[config.mk]
export PLATFORM = sky130hd
export DESIGN_NAME = regfile_read_port_skid
export DESIGN_NICKNAME = d
export VERILOG_FILES = /design/src/rtl/regfile_read_port_skid.sv
export SDC_FILE = /design/constraint.sdc
export NUM_CORES = 1
export LEC_CHECK = 0
export ABC_CLOCK_PERIOD_IN_PS = 1700
export CAP_MARGIN = 20
export CORE_MARGIN = 10
export CORE_UTILIZATION = 29
export DETAILED_ROUTE_END_ITERATION = 8
export PLACE_DENSITY_LB_ADDON = 0.05
export SLEW_MARGIN = 0
export SYNTH_ARGS = -nofsm -noshare
export SYNTH_HDL_FRONTEND = slang
export SYNTH_SLANG_ARGS = --single-unit
[constraint.sdc]
create_clock -name clk -period 1.7 [get_ports clk]
set_input_delay 0.34 -clock clk [delete_from_list [all_inputs] [get_ports clk]]
set_output_delay 0.34 -clock clk [all_outputs]
set_load 0.01 [all_outputs]
[src/rtl/regfile_read_port_skid.sv]
`default_nettype none
// ============================================================================
//  Module      : regfile_read_port_skid
//  Description : NUM_PORTS independent read ports over a flattened register bus,
//                each with a registered-ready main + skid response buffer.
//  Revision    : 1.0 - initial release
// ============================================================================
module regfile_read_port_skid #(
    parameter int MEM_WIDTH   = 16,
    parameter int MEM_DEPTH   = 16,
    parameter int NUM_PORTS   = 2,
    parameter int ZERO_REG_EN = 1,
    localparam int AW         = (MEM_DEPTH > 1) ? $clog2(MEM_DEPTH) : 1
) (
    input  logic                           clk,
    input  logic                           reset,
    input  logic [MEM_WIDTH*MEM_DEPTH-1:0] regs_in,
    input  logic [NUM_PORTS-1:0]           req_valid,
    output logic [NUM_PORTS-1:0]           req_ready,
    input  logic [NUM_PORTS*AW-1:0]        req_addr,
    output logic [NUM_PORTS-1:0]           rsp_valid,
    input  logic [NUM_PORTS-1:0]           rsp_ready,
    output logic [NUM_PORTS*MEM_WIDTH-1:0] rsp_data,
    output logic [NUM_PORTS-1:0]           rsp_err
);

    for (genvar p = 0; p < NUM_PORTS; p++) begin : g_port
        logic [AW-1:0]        w_addr;
        logic [MEM_WIDTH-1:0] w_rd_data;
        logic                 w_rd_err;
        logic                 w_accept;
        logic                 w_main_free;

        logic                 r_main_valid;
        logic [MEM_WIDTH-1:0] r_main_data;
        logic                 r_main_err;
        logic                 r_skid_valid;
        logic [MEM_WIDTH-1:0] r_skid_data;
        logic                 r_skid_err;
        logic                 r_req_ready;

        assign w_addr      = req_addr[p*AW +: AW];
        assign w_accept    = req_valid[p] & r_req_ready;
        assign w_main_free = ~r_main_valid | rsp_ready[p];

        // Addresses with no matching register fall through as data 0, err 1.
        always_comb begin
            w_rd_data = '0;
            w_rd_err  = 1'b1;
            for (int i = 0; i < MEM_DEPTH; i++) begin
                if (w_addr == AW'(i)) begin
                    w_rd_err = 1'b0;
                    if (!((ZERO_REG_EN != 0) && (i == 0))) begin
                        w_rd_data = regs_in[i*MEM_WIDTH +: MEM_WIDTH];
                    end
                end
            end
        end

        always_ff @(posedge clk or negedge reset) begin
            if (!reset) begin
                r_main_valid <= 1'b0;
                r_main_data  <= '0;
                r_main_err   <= 1'b0;
                r_skid_valid <= 1'b0;
                r_skid_data  <= '0;
                r_skid_err   <= 1'b0;
                r_req_ready  <= 1'b1;
            end else if (r_skid_valid) begin
                // req_ready is low here, so draining the skid is the only move.
                if (rsp_ready[p]) begin
                    r_main_data  <= r_skid_data;
                    r_main_err   <= r_skid_err;
                    r_skid_valid <= 1'b0;
                    r_req_ready  <= 1'b1;
                end
            end else if (w_main_free) begin
                r_main_valid <= w_accept;
                if (w_accept) begin
                    r_main_data <= w_rd_data;
                    r_main_err  <= w_rd_err;
                end
            end else if (w_accept) begin
                r_skid_data  <= w_rd_data;
                r_skid_err   <= w_rd_err;
                r_skid_valid <= 1'b1;
                r_req_ready  <= 1'b0;
            end
        end

        assign req_ready[p]                       = r_req_ready;
        assign rsp_valid[p]                       = r_main_valid;
        assign rsp_data[p*MEM_WIDTH +: MEM_WIDTH] = r_main_data;
        assign rsp_err[p]                         = r_main_err;

`ifndef SYNTHESIS
        logic                 r_chk_stall;
        logic [MEM_WIDTH-1:0] r_chk_data;
        logic                 r_chk_err;

        always_ff @(posedge clk or negedge reset) begin
            if (!reset) begin
                r_chk_stall <= 1'b0;
                r_chk_data  <= '0;
                r_chk_err   <= 1'b0;
            end else begin
                if (r_chk_stall) begin
                    a_hold: assert (r_main_data == r_chk_data && r_main_err == r_chk_err);
                end
                a_ready:  assert (r_req_ready == !r_skid_valid);
                a_no_acc: assert (!(w_accept && r_skid_valid));
                r_chk_stall <= r_main_valid & ~rsp_ready[p];
                r_chk_data  <= r_main_data;
                r_chk_err   <= r_main_err;
            end
        end
`endif
    end

endmodule
`default_nettype wire
**Yosys cells after proc, flatten, opt, wreduce, memory -nomap -nowiden**

Cells that the tools add are included.

- Equal/unequal tests: 34
- Mux-type cells: 94
- Bitwise gates (word level): 10
- Reductions and logical operators: 14

Operators with widths:

| operator | number |
|---|---|
| 16-bit two-way mux | 38 |
| 4-bit == test (second input constant) | 16 |
| 1-bit two-way mux | 56 |
| 4-bit by 3-bit == test with 1-bit output (second input constant) | 8 |
| 3-bit AND reduction | 6 |
| 4-bit by 2-bit == test with 1-bit output (second input constant) | 4 |
| 4-bit by 1-bit == test with 1-bit output (second input constant) | 2 |
| 4-bit logical NOT | 2 |
| 2-bit nonzero test | 4 |
| 1-bit NOT | 6 |
| 2-bit by 1-bit inequality test with 1-bit output (second input constant) | 2 |
| 2-bit inequality test (second input constant) | 2 |
| 2-bit AND reduction | 2 |
| 1-bit bitwise AND | 2 |
| 1-bit bitwise OR | 2 |

- Bits in registers: 74
- Bits of input ports: 270
- Word-level logic and storage cells: 166

**Logic depth before layout (Yosys ltp)**

Gate-level depths: netlist (run 1).

- Word-level depth: 20
- Gate-level depth with buffers: 10
- Depth with buffers taken out: 6

**Worst setup path after synthesis (run 1)**

OpenSTA, ideal clock, no wires.

- Path type: input-to-reg
- From: input port req_addr[0]
- To: register g_port[0].r_main_data[0]
- Arrival: 1.755 ns
- Data required time: 1.574 ns
- Slack: -0.181 ns
- Stages on the path: 4
- Cell sequence: buf_4 > mux4_2 > mux4_2 > a221o_1

- Word-level cells in the longest chain between the ends: 19

Ends and longest elaborated chain:

| what | RTL line | RTL |
|---|---|---|
| start: declaration | 20 | `input logic [NUM_PORTS*AW-1:0] req_addr,` |
| 4-bit by 1-bit == test with 1-bit output | 51 | `if (w_addr == AW'(i)) begin` |
| 16-bit two-way mux (14 in series) | 51 |  |
| 16-bit two-way mux * | 51 |  |
| 16-bit two-way mux * | 79 | `if (w_accept) begin` |
| 16-bit two-way mux * | 77 | `end else if (w_main_free) begin` |
| 16-bit two-way mux * | 69 | `end else if (r_skid_valid) begin` |
| end signal: assignment | 72 | `r_main_data <= r_skid_data;` |
| end signal: assignment | 80 | `r_main_data <= w_rd_data;` |
| end: declaration | 35 | `logic [MEM_WIDTH-1:0] r_main_data;` |

Mark *: on every way between the ends. The rest lies on a longest branch, timed or not. The select of a mux whose other input is x is not followed.
A chain may end at the register's enable or synchronous reset.

**Worst setup path after layout (run 1)**

- From: input port req_addr[1]
- To: register g_port[0].r_skid_data[1]

- Word-level cells in the longest chain between the ends: 16

Ends and longest elaborated chain:

| what | RTL line | RTL |
|---|---|---|
| 4-bit by 1-bit == test with 1-bit output | 51 |  |
| 16-bit two-way mux (14 in series) | 51 |  |
| 16-bit two-way mux * | 51 |  |
| end signal: assignment | 84 | `r_skid_data <= w_rd_data;` |
| end: declaration | 38 | `logic [MEM_WIDTH-1:0] r_skid_data;` |

Mark *: on every way between the ends. The rest lies on a longest branch, timed or not.

==> results of run 1 <==
layout make-up:
class,count,area [sq um]
clock buffer,9,225
fill,2443,11400
multi-input combinational,767,6190
timing repair buffer,626,6060
inverter,15,63.8
antenna,1,2.50
clock inverter,7,82.6
sequential,74,1860
tap,335,419
worst max path at each step:
stage | from | to | slack (ns)
after global placement | req_addr[7] | g_port[1].r_main_data[13] | -0.82
final | req_addr[1] | g_port[0].r_skid_data[1] | -0.05
after CTS | req_addr[1] | g_port[0].r_main_data[0] | -0.04
after global routing | req_addr[2] | g_port[0].r_skid_data[1] | -0.08
after floorplan | req_addr[5] | g_port[1].r_main_data[0] | -0.13
after detailed placement | req_addr[7] | g_port[1].r_main_data[13] | -0.82
per-stage QoR:
step	util	instance area, sq um
5_1_grt	0.567	14900
2_1_floorplan	-	7950
3_3_place_gp	0.494	13000
4_1_cts	0.533	14000
6_report	0.567	14900
3_5_place_dp	0.494	13000
layer usage:
layer	routed length [microns]	track usage
met5	0	0.00444
met4	2120	0.110
met3	5590	0.0856
met2	23100	0.456
met1	21400	0.369
state kept, by name, indices dropped and copies added (netlist names):
name / count
g_port.r_skid_data: 32
g_port.r_main_valid: 2
g_port.r_main_err: 2
g_port.r_req_ready: 2
g_port.r_skid_err: 2
g_port.r_main_data: 32
g_port.r_skid_valid: 2
power groups by stage:
stage	logic [uW]	registers (uW)	clock network (uW)
2_1_floorplan	1740	2450	0
3_3_place_gp	4360	2450	0
3_5_place_dp	4370	2450	0
4_1_cts	4550	2430	2170
5_1_grt	5130	2490	2230
6_report	4890	2450	2140
cell families (layout without fill, tap and decap cells):
family	count (synthesis)	count (layout)	synth area share
compound gates	405	405	0.357
flops	74	74	0.238
simple gates	261	261	0.161
buf+inv	117	657	0.0762
mux	101	101	0.169
other cells	0	1	0
repair_timing:
action | CTS | global route
gates cloned | 3 | 5
pin swaps | 41 | 51
endpoints found under the setup margin | 73 | 62
endpoints found under the hold margin | 14 | 0
buffers inserted | 21 | 28
hold buffers | 1 | 0
gates resized for setup | 175 | 150
cells in the final DEF, fill, tap and decap left out, drive strengths merged, types with 8 or more instances in the layout:
cell,instances
a21o,10
mux2,44
o21ai,63
a31oi,16
nor2b,22
o22ai,11
a22oi,38
nand2b,8
a21oi,113
clkbuf,13
inv,15
a211oi,8
o32a,9
o32ai,12
o221ai,13
a221o,25
o21a,9
clkdlybuf4s50,227
mux2i,38
dfrtp,72
nor2,92
dlygate4sd2,39
nor3,14
nand3,18
and3,16
a221oi,19
nand2,60
buf,337
mux4,19
dlymetal6s2s,14
a2bb2oi,13
==> flow_results.org, run 1 <==
** Clocking
- Insertion delay of the later-clocked pin in the worst-skew pair :: 0.36 ns
- CTS built an H-tree with a depth of 3.
- After clock tree synthesis, the clock-pin slew on the worst setup and hold paths is 0.08 ns.
- CTS sink cnt :: 74
- Buffers from clock root to sink, at most :: 2
- Total clock buffers created by CTS :: 9
- Root cell of the clock tree :: sky130_fd_sc_hd__clkbuf_16
- Clock tree from TritonCTS :: done

** Worst setup path
- Of all nets on the critical path, the largest fanout is 8.
- The worst setup path is launched from a primary input.
- Data on the critical path is required at its endpoint by 1.94 ns.
- Data arrival at the endpoint of the critical path :: 1.99 ns
- Grouping stages by cell kind, the critical path spends the most delay in compound AO/OA/AOI/OAI gates.
- Among all stages on the critical path, the largest delay is contributed by sky130_fd_sc_hd__a221oi_1.
- Beginning of the worst register-to-register path :: g_port[1].r_req_ready
- The number of cells on the worst reg-to-reg path is 4.
- The setup check on the worst reg-to-reg path leaves a slack of roughly 0.060 ns.
- Cell-by-cell listing of the critical path :: buf_6 -> buf_4 -> mux2_2 -> a221oi_1 -> o31a_1 -> a21oi_1
- In this run the number of cells on the critical path is 6.
- The worst setup path is captured at a flip-flop.
- On the worst path, the slowest cell contributes a delay of 0.57 ns.
- CP Class :: in -> reg
- Buf+Inv Stages, Crit Path :: 2
- In this run the critical register-to-register path is captured at g_port[1].r_skid_data[13].

** Yosys
- Primary flip-flop cell chosen by synthesis mapping :: sky130_fd_sc_hd__dfrtp_1
- Warnings from Yosys :: 0
- Summed over all instances, the cell type with the most area after synthesis is sky130_fd_sc_hd__dfrtp_1.
- After synthesis the cells add up to 7800 sq um.
- Distinct cell type count after synthesis :: 64
- Post-synth ARST share :: 1.00
- Counting flops with a built-in enable in the synthesized netlist gives 0.
- Most common cell in the synthesized netlist :: sky130_fd_sc_hd__a21oi_1
- Average size of a mapped cell :: between 8 and 9 sq um
- Cells taking the most area after synthesis :: sky130_fd_sc_hd__dfrtp_1, sky130_fd_sc_hd__a21oi_1, sky130_fd_sc_hd__mux2_2
- Register bit count reported by yosys :: 74
- Synthesis produced a netlist with a net count of about 1200.
- Synthesis produced 958 cells.
- Most frequent cells after synthesis :: sky130_fd_sc_hd__a21oi_1, sky130_fd_sc_hd__nor2_1, sky130_fd_sc_hd__dfrtp_1, sky130_fd_sc_hd__o21ai_0, sky130_fd_sc_hd__nand2_1
- Of the post-synthesis cell area, the dominant cell type holds 0.231.
- The share of the Yosys chip area taken by registers is 0.238.

** Power
- Switching Fraction :: 0.377
- Peak supply drop :: 0.676 mV
- The share of total power dissipated in sequential elements is 0.258.
- Summed over all nets, the switching power comes to 3580 uW.
- For this design the ratio of total power to cell area is 636 nW/um^2.
- Total power after layout :: 9480 uW
- Summed over all cells, the static leakage comes to 0.00651 uW.
- Of the total power, combinational logic draws 0.516.
- The internal portion of the total power is 5900 uW.
- The share of total power dissipated in the clock network is 0.226.

** Route
- Via count :: 10800
- The first detailed-routing pass ran for 5 iterations.
- DRC violations left :: 0
- In this run, the number of DRC markers left after iteration 0 of detailed routing was 1005.
- After detailed routing, the average wire length per cell comes to 28.5 microns.
- After detailed routing, the total wire length is 52200 microns.
- Via-to-Cell Ratio :: approximately 5.9
- Antenna-violating nets left :: 0

** Floorplanning
- Row generation in the floorplan step produced ~60 rows.
- The initial utilization of the core area, before any placement, comes to 0.297.
- Std-Cell Core Area :: 26300 sq um
- The floorplan step defined a die boundary enclosing 33900 sq um.
- Top Ports :: 308
- Height of the chip :: 184 microns
- Die boundary width :: 184 microns

** Global route
- Number of antenna violations at the first check in global routing :: 1
- The via count of the first global-routing pass is 11000.
- First-pass GRT wire length :: 73300 microns
- Total congestion overflow :: 0
- Pin count of the biggest net entering global routing :: 35
- For this run, the total global-route usage over all layers was measured as 0.291.

** STA
- Total Neg Setup Slack :: -0.139 ns
- Clock period minus final worst setup slack :: 1.75 ns
- Static timing analysis puts the maximum clock frequency at 0.571 GHz.
- RSZ-0062 raised after global routing :: yes
- At the pin with the least slew margin, the transition time is 0.643 ns.
- In the finished design, the share of the clock period the worst path needs comes to 1.03.
- In the post-route analysis, the smallest setup slack over all paths is -0.0504 ns.
- Count of final max-slew check failures :: 0
- Hold timing on the final database bottoms out at a slack of 0.397 ns.
- Number of setup violations in the final report :: 6
- Layout Skew :: 0.00993 ns
- The number of hold-slack violations in the final timing report is 0.
- The worst pin sits at a relative slew slack of 0.571.

** Flow run
- Max-cap violations in this run came to 0.

** Outcome
- The checks that failed: negative setup slack.
- The run finished, with violations left.

** Placement
- Post-DP HPWL :: 41400 microns
- Worst slack at placement :: -0.823 ns
- Port Buffers :: 291
- Including well taps, the total number of placed cells is 1763.
- Routability-driven placement finished with a final weighted congestion of 0.985.

** Min path
- Worst hold-check path type :: in -> async

** Layout
- Non-filler instance count after layout :: 1834
- The final layout contains ~1800 nets.
- Share of layout cells above drive strength 1 :: 0.374
- Compared with the post-synthesis result, the final layout area differs by 90.8%.
Note: power is estimated with default switching activity, not from simulation.
==> run 2: changes to the inputs <==
--- a/config.mk
+++ b/config.mk
@@ -8,7 +8,7 @@
 export ABC_CLOCK_PERIOD_IN_PS = 1700
 export CAP_MARGIN = 20
 export CORE_MARGIN = 10
-export CORE_UTILIZATION = 29
+export CORE_UTILIZATION = 41
 export DETAILED_ROUTE_END_ITERATION = 8
 export PLACE_DENSITY_LB_ADDON = 0.05
 export SLEW_MARGIN = 0
==> run 2 against run 1 <==
Net effect:
- the flow finishes with violations (design-rule violations, negative setup slack)
- worst hold slack improved by 0.075 ns
- first-iteration DRC count up 84%
- final cell count decreased by 4.9%
- worst setup slack worse by 0.24 ns
- combinational power up 3%
- wire length increased by 1.5%
- flip-flop and latch count is the same
- global-route usage up 9.7 points
- largest cell class unchanged
- non-clock buffer count is 13 higher
==> flow_results.org, run 2 (synthesis results as in run 1) <==
** Outcome
- Outcome :: complete, but fails checks
- Violated checks :: design-rule violations, negative setup slack

** Global route
- Total congestion overflow :: 0
- First-pass GRT wire length :: 73000 microns
- The via count of the first global-routing pass is ~12000.
- For this run, the total global-route usage over all layers was measured as 0.389.
- Number of antenna violations at the first check in global routing :: 0
- Pin count of the biggest net entering global routing :: 30

** Power
- Peak supply drop :: 0.582 mV
- The completed layout was analyzed and its total power is approximately 9600 uW.
- P per Cell Area :: ~650 nW/um^2
- Static Leakage :: around 0.0066 uW

** Worst setup path
- Crit. End Element :: flip-flop
- Cell type of the slowest stage on the worst timing path :: sky130_fd_sc_hd__a2bb2oi_1
- Max incr delay on CP :: roughly 0.44 ns
- The signal on the critical path passes through buf_4 -> buf_8 -> nor2b_4 -> buf_4 -> a21oi_1 -> a2bb2oi_1 -> o21ai_0 -> a31oi_2 -> a21oi_1.
- Along the worst path, the maximum fanout reaches 7.
- CP Class :: in -> reg
- Data arrival at the endpoint of the critical path :: 2.21 ns
- Crit path required time :: about 1.9 ns
- Counting both buffers and inverters, the worst setup path holds a total of 3.
- Among cell families on the critical path, the largest total delay comes from compound AO/OA/AOI/OAI gates.
- Startpoint class of the critical path :: primary input

** STA
- Maximum achievable frequency :: 0.502 GHz
- The worst pin sits at a relative slew slack of 0.688.
- The routed design could run at a clock period as short as 1.99 ns.
- At the pin with the least slew margin, the transition time is around 0.47 ns.
- Dividing the final minimum period by the clock period gives 1.17.
- Setup violations remaining at the end of the flow were counted as 31.
- The number of max-slew violations in the final report was 0.
- Worst-case setup margin in the final layout :: -0.290 ns
- The number of hold-slack violations in the final timing report was 0.
- Setup repair after global routing could not meet its margin everywhere.
- On the final layout, the worst clock skew is 0.0129 ns.
- Total Neg Setup Slack :: -2.45 ns

** Route
- Antenna-violating nets left :: 0
- Summing over every cut layer, the via total after detailed routing is 11900.
- Detailed router's first-iteration violation count :: 1853
- The routed design has 53000 microns of wire.
- In the routed design, unresolved DRC markers number 3.
- The first TritonRoute pass finished after 9 iterations.
- Via-to-Cell Ratio :: 6.83
- Dividing the detail-routed wire length by the instance count gives slightly above 30 microns.

** Clocking
- At the later pin of the worst-skew pair, clock insertion delay measures roughly 0.36 ns.
- After clock tree synthesis, the clock-pin slew on the worst setup and hold paths is 0.07 ns.
- CTS saw 74 sinks.
- Root cell of the clock tree :: sky130_fd_sc_hd__clkbuf_16
- No sink is reached through more buffers than the 2 on the longest clock path.
- Total clock buffers created by CTS :: 9
- The H-tree was split into 3 levels.
- Clock tree from TritonCTS :: done

** Floorplanning
- Measured along the y axis, the die boundary spans 158 microns.
- The initial utilization of the core area, before any placement, comes to 0.417.
- Die boundary width :: 158 microns
- Total number of placement rows :: 50
- Top Ports :: 308
- Die outline area :: 25000 sq um
- The floorplan step defined a core boundary enclosing ~19000 sq um.

** Layout
- Share of layout cells above drive strength 1 :: 0.387
- Compared with the post-synthesis result, the final layout area differs by 90.5%.
- Filler cells :: 1204
- In the final layout, the registers with the most flip-flops are g_port.r_main_data x32, g_port.r_skid_data x32.
- In the final layout, the multi-input gates occupy between 6000 and 7000 sq um.
- Most frequent standard cell in the layout excluding fill and tap cells :: sky130_fd_sc_hd__buf_4
- The number of antenna diodes in the final layout is 0.
- Summing all flip-flop and latch instances after layout gives 1850 sq um.
- In the final design database the tool counted about 1800 nets.
- In the layout the commonest cells are sky130_fd_sc_hd__buf_4, sky130_fd_sc_hd__clkdlybuf4s50_1, sky130_fd_sc_hd__a21oi_1, sky130_fd_sc_hd__nor2_1, sky130_fd_sc_hd__dfrtp_1.

** Placement
- The congestion estimate from routability-driven global placement came to 1.07.
- Summed over all nets, the half-perimeter wirelength after detailed placement is 39000 microns.
- Port Buffers :: roughly 290

** Min path
- Worst hold-check path type :: in -> async

** Flow run
- Max-cap viol count :: 0
## run 2: changes by cell type in the layout (fill, tap and decap cells not counted), moves of 5 or more
| cell | delta |
|---|---|
| sky130_fd_sc_hd__a21oi_1 | -8 |
| sky130_fd_sc_hd__a21oi_2 | +7 |
| sky130_fd_sc_hd__a221oi_2 | -5 |
| sky130_fd_sc_hd__buf_4 | +9 |
| sky130_fd_sc_hd__buf_6 | +7 |
| sky130_fd_sc_hd__dlygate4sd2_1 | -10 |
| sky130_fd_sc_hd__dlymetal6s2s_1 | +7 |
| sky130_fd_sc_hd__nor2_1 | -7 |
| sky130_fd_sc_hd__nor2_2 | +6 |
## run 2: cell type report
cell class	count	area share
clock inverter	7	0.00572
multi-input combinational	767	0.419
tap	234	0.0197
timing repair buffer	639	0.412
clock buffer	9	0.0151
inverter	15	0.00379
sequential	74	0.125
## run 2: path summary, 6_finish.rpt
check	from	endpoint	slack, ns	depth (start not counted)
worst min register to register	g_port[1].r_main_data[5]	g_port[1].r_main_data[5]	0.49	2
worst min-delay path	reset	g_port[0].r_main_data[9]	0.47	2
max in group asynchronous	reset	g_port[1].r_req_ready	0.66	3
worst max register to register	g_port[0].r_req_ready	g_port[0].r_skid_data[0]	-0.16	6
min in group clk	g_port[1].r_main_data[5]	g_port[1].r_main_data[5]	0.49	2
worst max-delay path	req_addr[7]	g_port[1].r_skid_data[8]	-0.29	9
## run 2: layer usage
metal	part of all wire	up-vias	wire length [microns]	track usage
met5	0	-	0	0
met4	0.080	0	4220	0.210
met3	0.14	361	7330	0.123
met2	0.44	1221	23500	0.621
met1	0.34	5517	18000	0.455
li1	-	4828	-	-
## run 2: repair_timing
action,4_1_cts,5_1_grt
buffers inserted,19,31
gates resized for setup,146,197
setup endpoints to repair,68,63
gates cloned,5,5
hold buffers,1,0
hold endpoints to repair,26,0
pin swaps,35,77
## run 2: per-stage QoR
step	utilization	worst slack (ns)	hold WS (ns)	instance area [sq um]	std cells
after floorplan	-	-0.132	0.0444	7950	958
after global placement	0.690	-0.901	0.289	12900	1678
after detailed placement	0.690	-0.836	0.291	12900	1678
after CTS	0.743	-0.0588	0.483	13900	1717
after global routing	0.795	-0.258	0.501	14900	1745
final	0.795	-0.290	0.472	14900	1745
## run 2: report_power, final
part           total [uW]  internal [uW]  switching, uW  leakage, uW
registers            2460           2170            290     0.000959
logic                5020           2590           2430      0.00551
clock network        2130           1170            962     0.000146
==> run 3: changes to the inputs <==
--- a/config.mk
+++ b/config.mk
@@ -11,6 +11,7 @@
 export CORE_UTILIZATION = 41
 export DETAILED_ROUTE_END_ITERATION = 8
 export PLACE_DENSITY_LB_ADDON = 0.05
+export SKIP_CTS_REPAIR_TIMING = 1
 export SLEW_MARGIN = 0
 export SYNTH_ARGS = -nofsm -noshare
 export SYNTH_HDL_FRONTEND = slang
==> run 3 against run 2 <==
Net effect:
- register-to-register slack improved by 0.16 ns
- count of clock-buffer cells in the layout unchanged
- the flow finishes with violations (negative setup slack)
- design area about the same
- die area unchanged
- highest routed layer unchanged
==> flow_results.org, run 3 (synthesis results as in run 1) <==
** Clocking
- The H-tree was split into 3 levels.
- TritonCTS built the clock tree.
- CTS sink cnt :: 74
- In this run, CTS created clock tree buffers numbering 9.
- Buffers from clock root to sink, at most :: 2
- Clock tree synthesis selected as its root buffer the cell sky130_fd_sc_hd__clkbuf_16.
- Insertion delay of the later-clocked pin in the worst-skew pair :: 0.36 ns
- Clk slew on worst S/H paths :: 0.07 ns

** Worst setup path
- Crit path required time :: 1.93 ns
- In this run the worst setup path begins at req_addr[2].
- Setup slack on the worst reg-to-reg path comes out at 0 ns.
- The worst setup path is launched from a primary input.
- Beginning of the worst register-to-register path :: g_port[0].r_req_ready
- The worst setup path is captured at a flip-flop.
- Counting cells, the worst reg-to-reg path comes to 6.
- Data arrives at the worst endpoint at 2.04 ns.
- Largest driver fanout on the critical path :: 6
- Reg2Reg Capture Point :: g_port[0].r_skid_data[0]
- CP endpoint :: g_port[0].r_main_data[1]
- CP Class :: in -> reg

** Layout
- Of the cells placed in the final design, the portion with a size suffix greater than 1 is 0.378.
- The library cells used most frequently in the layout, excluding fill and tap cells, are sky130_fd_sc_hd__buf_4, sky130_fd_sc_hd__clkdlybuf4s50_1, sky130_fd_sc_hd__a21oi_1, sky130_fd_sc_hd__nor2_1, sky130_fd_sc_hd__dfrtp_1.
- The largest registers in the layout are g_port.r_main_data x32, g_port.r_skid_data x32.
- Number of nets at the end of the flow :: 1769
- Layout overhead on the synthesized area :: 90.7%
- Leaving out fill and tap cells, the most frequent cell in the layout is sky130_fd_sc_hd__buf_4.

** Power
- Summed over all cells, the static leakage comes to 0.00679 uW.
- Net switching component of the power :: 3600 uW
- The share of total power dissipated in the clock network is 0.222.
- IR analysis of the VDD net gives a maximum drop of 0.565 mV.
- Power spread over the standard cell area amounts to 642 nW/um^2.
- The share of total power dissipated in sequential elements is 0.257.
- Of the total power, the share spent switching nets is 0.377.
- Internal Power :: a little under 6000 uW
- Total power for the finished layout comes to 9550 uW.
- The share of total power dissipated in combinational logic is 0.521.

** STA
- Setup violations remaining at the end of the flow were counted as 18.
- Transition at the pin with the smallest max-transition slack :: ~0.43 ns
- Maximum achievable frequency :: between 0.5 and 0.6 GHz
- RSZ-0062 raised after global routing :: yes
- Period utilisation layout :: 1.07
- Layout Skew :: 0.0164 ns
- Subtracting the final worst setup slack from the clock period gives 1.81 ns.
- Count of final max-slew check failures :: 0
- On the final layout, the worst hold slack is 0.480 ns.
- Headroom to the max-slew limit came out at 0.710.
- Worst-case setup margin in the final layout :: -0.115 ns
- Hold violation count in the final report :: 0

** Route
- The routed layout has 11700 vias.
- In this run the remaining antenna-violating nets after routing total 0.
- Final wirelength :: 51300 microns
- In the final routed layout, each cell accounts on average for 29.5 microns.
- The detailed router finished its first iteration with 1654 violations.
- In the routed design, unresolved DRC markers number 0.
- Via-to-Cell Ratio :: 6.72
- First-pass detailed-route iteration total :: 9

** Floorplanning
- Die outline area :: 25000 sq um
- The floorplan has 50 rows.
- The initial utilization of the core area, before any placement, comes to 0.417.
- In this run the horizontal extent of the chip is between 150 and 200 microns.
- Std-Cell Core Area :: 18700 sq um
- Pin placement for this block handled 308 I/O pins.
- Height of the chip :: 158 microns

** Placement
- Once detailed placement completed, the half-perimeter wirelength came to slightly below 40000 microns.
- Port Buffers :: 291
- At the end of routability-driven placement, the weighted congestion stood at roughly 1.1.

** Global route
- All-layer global routing usage :: 0.369
- Pin count of the biggest net entering global routing :: 30
- The first global-routing pass estimated 69400 microns of wire.
- The number of antenna violations at the first check in global routing is 1.
- Summed over all layers, the global routing overflow is 0.
- The via count of the first global-routing pass came to around 11000.

** Flow run
- Max-cap viol count :: 0

** Min path
- In this run the worst hold path is classified as in -> async.

** Outcome
- Outcome :: complete, but fails checks
- Violated checks :: negative setup slack
==> run 3: through the flow <==
stage                     utilization  instances  cell area (sq um)  TNS (ns)  worst slack [ns]
after floorplan                     -        958               7950     -1.78            -0.132
after global placement          0.690       1678              12900    -41.86            -0.901
after detailed placement        0.690       1678              12900    -41.78            -0.836
after CTS                       0.706       1694              13200    -19.15            -0.479
after global routing            0.795       1739              14900     -1.50            -0.155
final                           0.795       1739              14900    -0.788            -0.115
==> run 3: area by class of cell <==
type | instances | area [sq um]
multi-input combinational | 767 | 6210
inverter | 15 | 60.1
tap | 234 | 293
clock inverter | 7 | 85.1
clock buffer | 9 | 225
timing repair buffer | 632 | 6150
fill | 1219 | 3830
antenna | 1 | 2.50
sequential | 74 | 1850
==> run 3: critical path: stages <==
cell and delay (ns):
sky130_fd_sc_hd__buf_8 0.10, sky130_fd_sc_hd__buf_12 0.14, sky130_fd_sc_hd__buf_8 0.13, sky130_fd_sc_hd__mux2_4 0.30, sky130_fd_sc_hd__a221oi_4 0.28, sky130_fd_sc_hd__a21oi_2 0.08
sky130_fd_sc_hd__a222oi_1 0.24, sky130_fd_sc_hd__o31a_1 0.32, sky130_fd_sc_hd__o21ai_1 0.10
==> run 3: how the worst min path moves through the flow <==
stage	slack, ns	depth (start not counted)	to	from
global placement	0.29	1	g_port[0].r_main_data[13]	reset
finish	0.48	2	g_port[0].r_main_data[9]	reset
floorplan	0.04	0	g_port[0].r_main_data[0]	reset
CTS	-0.07	1	g_port[0].r_skid_data[3]	reset
detailed placement	0.29	1	g_port[0].r_main_data[0]	reset
global route	0.51	2	g_port[0].r_main_data[13]	reset
==> run 3: routing by layer <==
layer,GRT usage,vias to the layer above,share of wire
li1,-,4820,-
met1,0.443,5466,0.35
met2,0.601,1096,0.45
met3,0.109,306,0.14
met4,0.160,0,0.068
met5,0,-,0
==> run 3: power groups by stage <==
| stage | logic, uW | registers (uW) | clock network (uW) |
|---|---|---|---|
| after floorplan | 1740 | 2450 | 0 |
| after global placement | 4210 | 2440 | 0 |
| after detailed placement | 4270 | 2460 | 0 |
| after CTS | 4300 | 2430 | 2100 |
| after global routing | 5140 | 2490 | 2180 |
| final | 4980 | 2460 | 2120 |
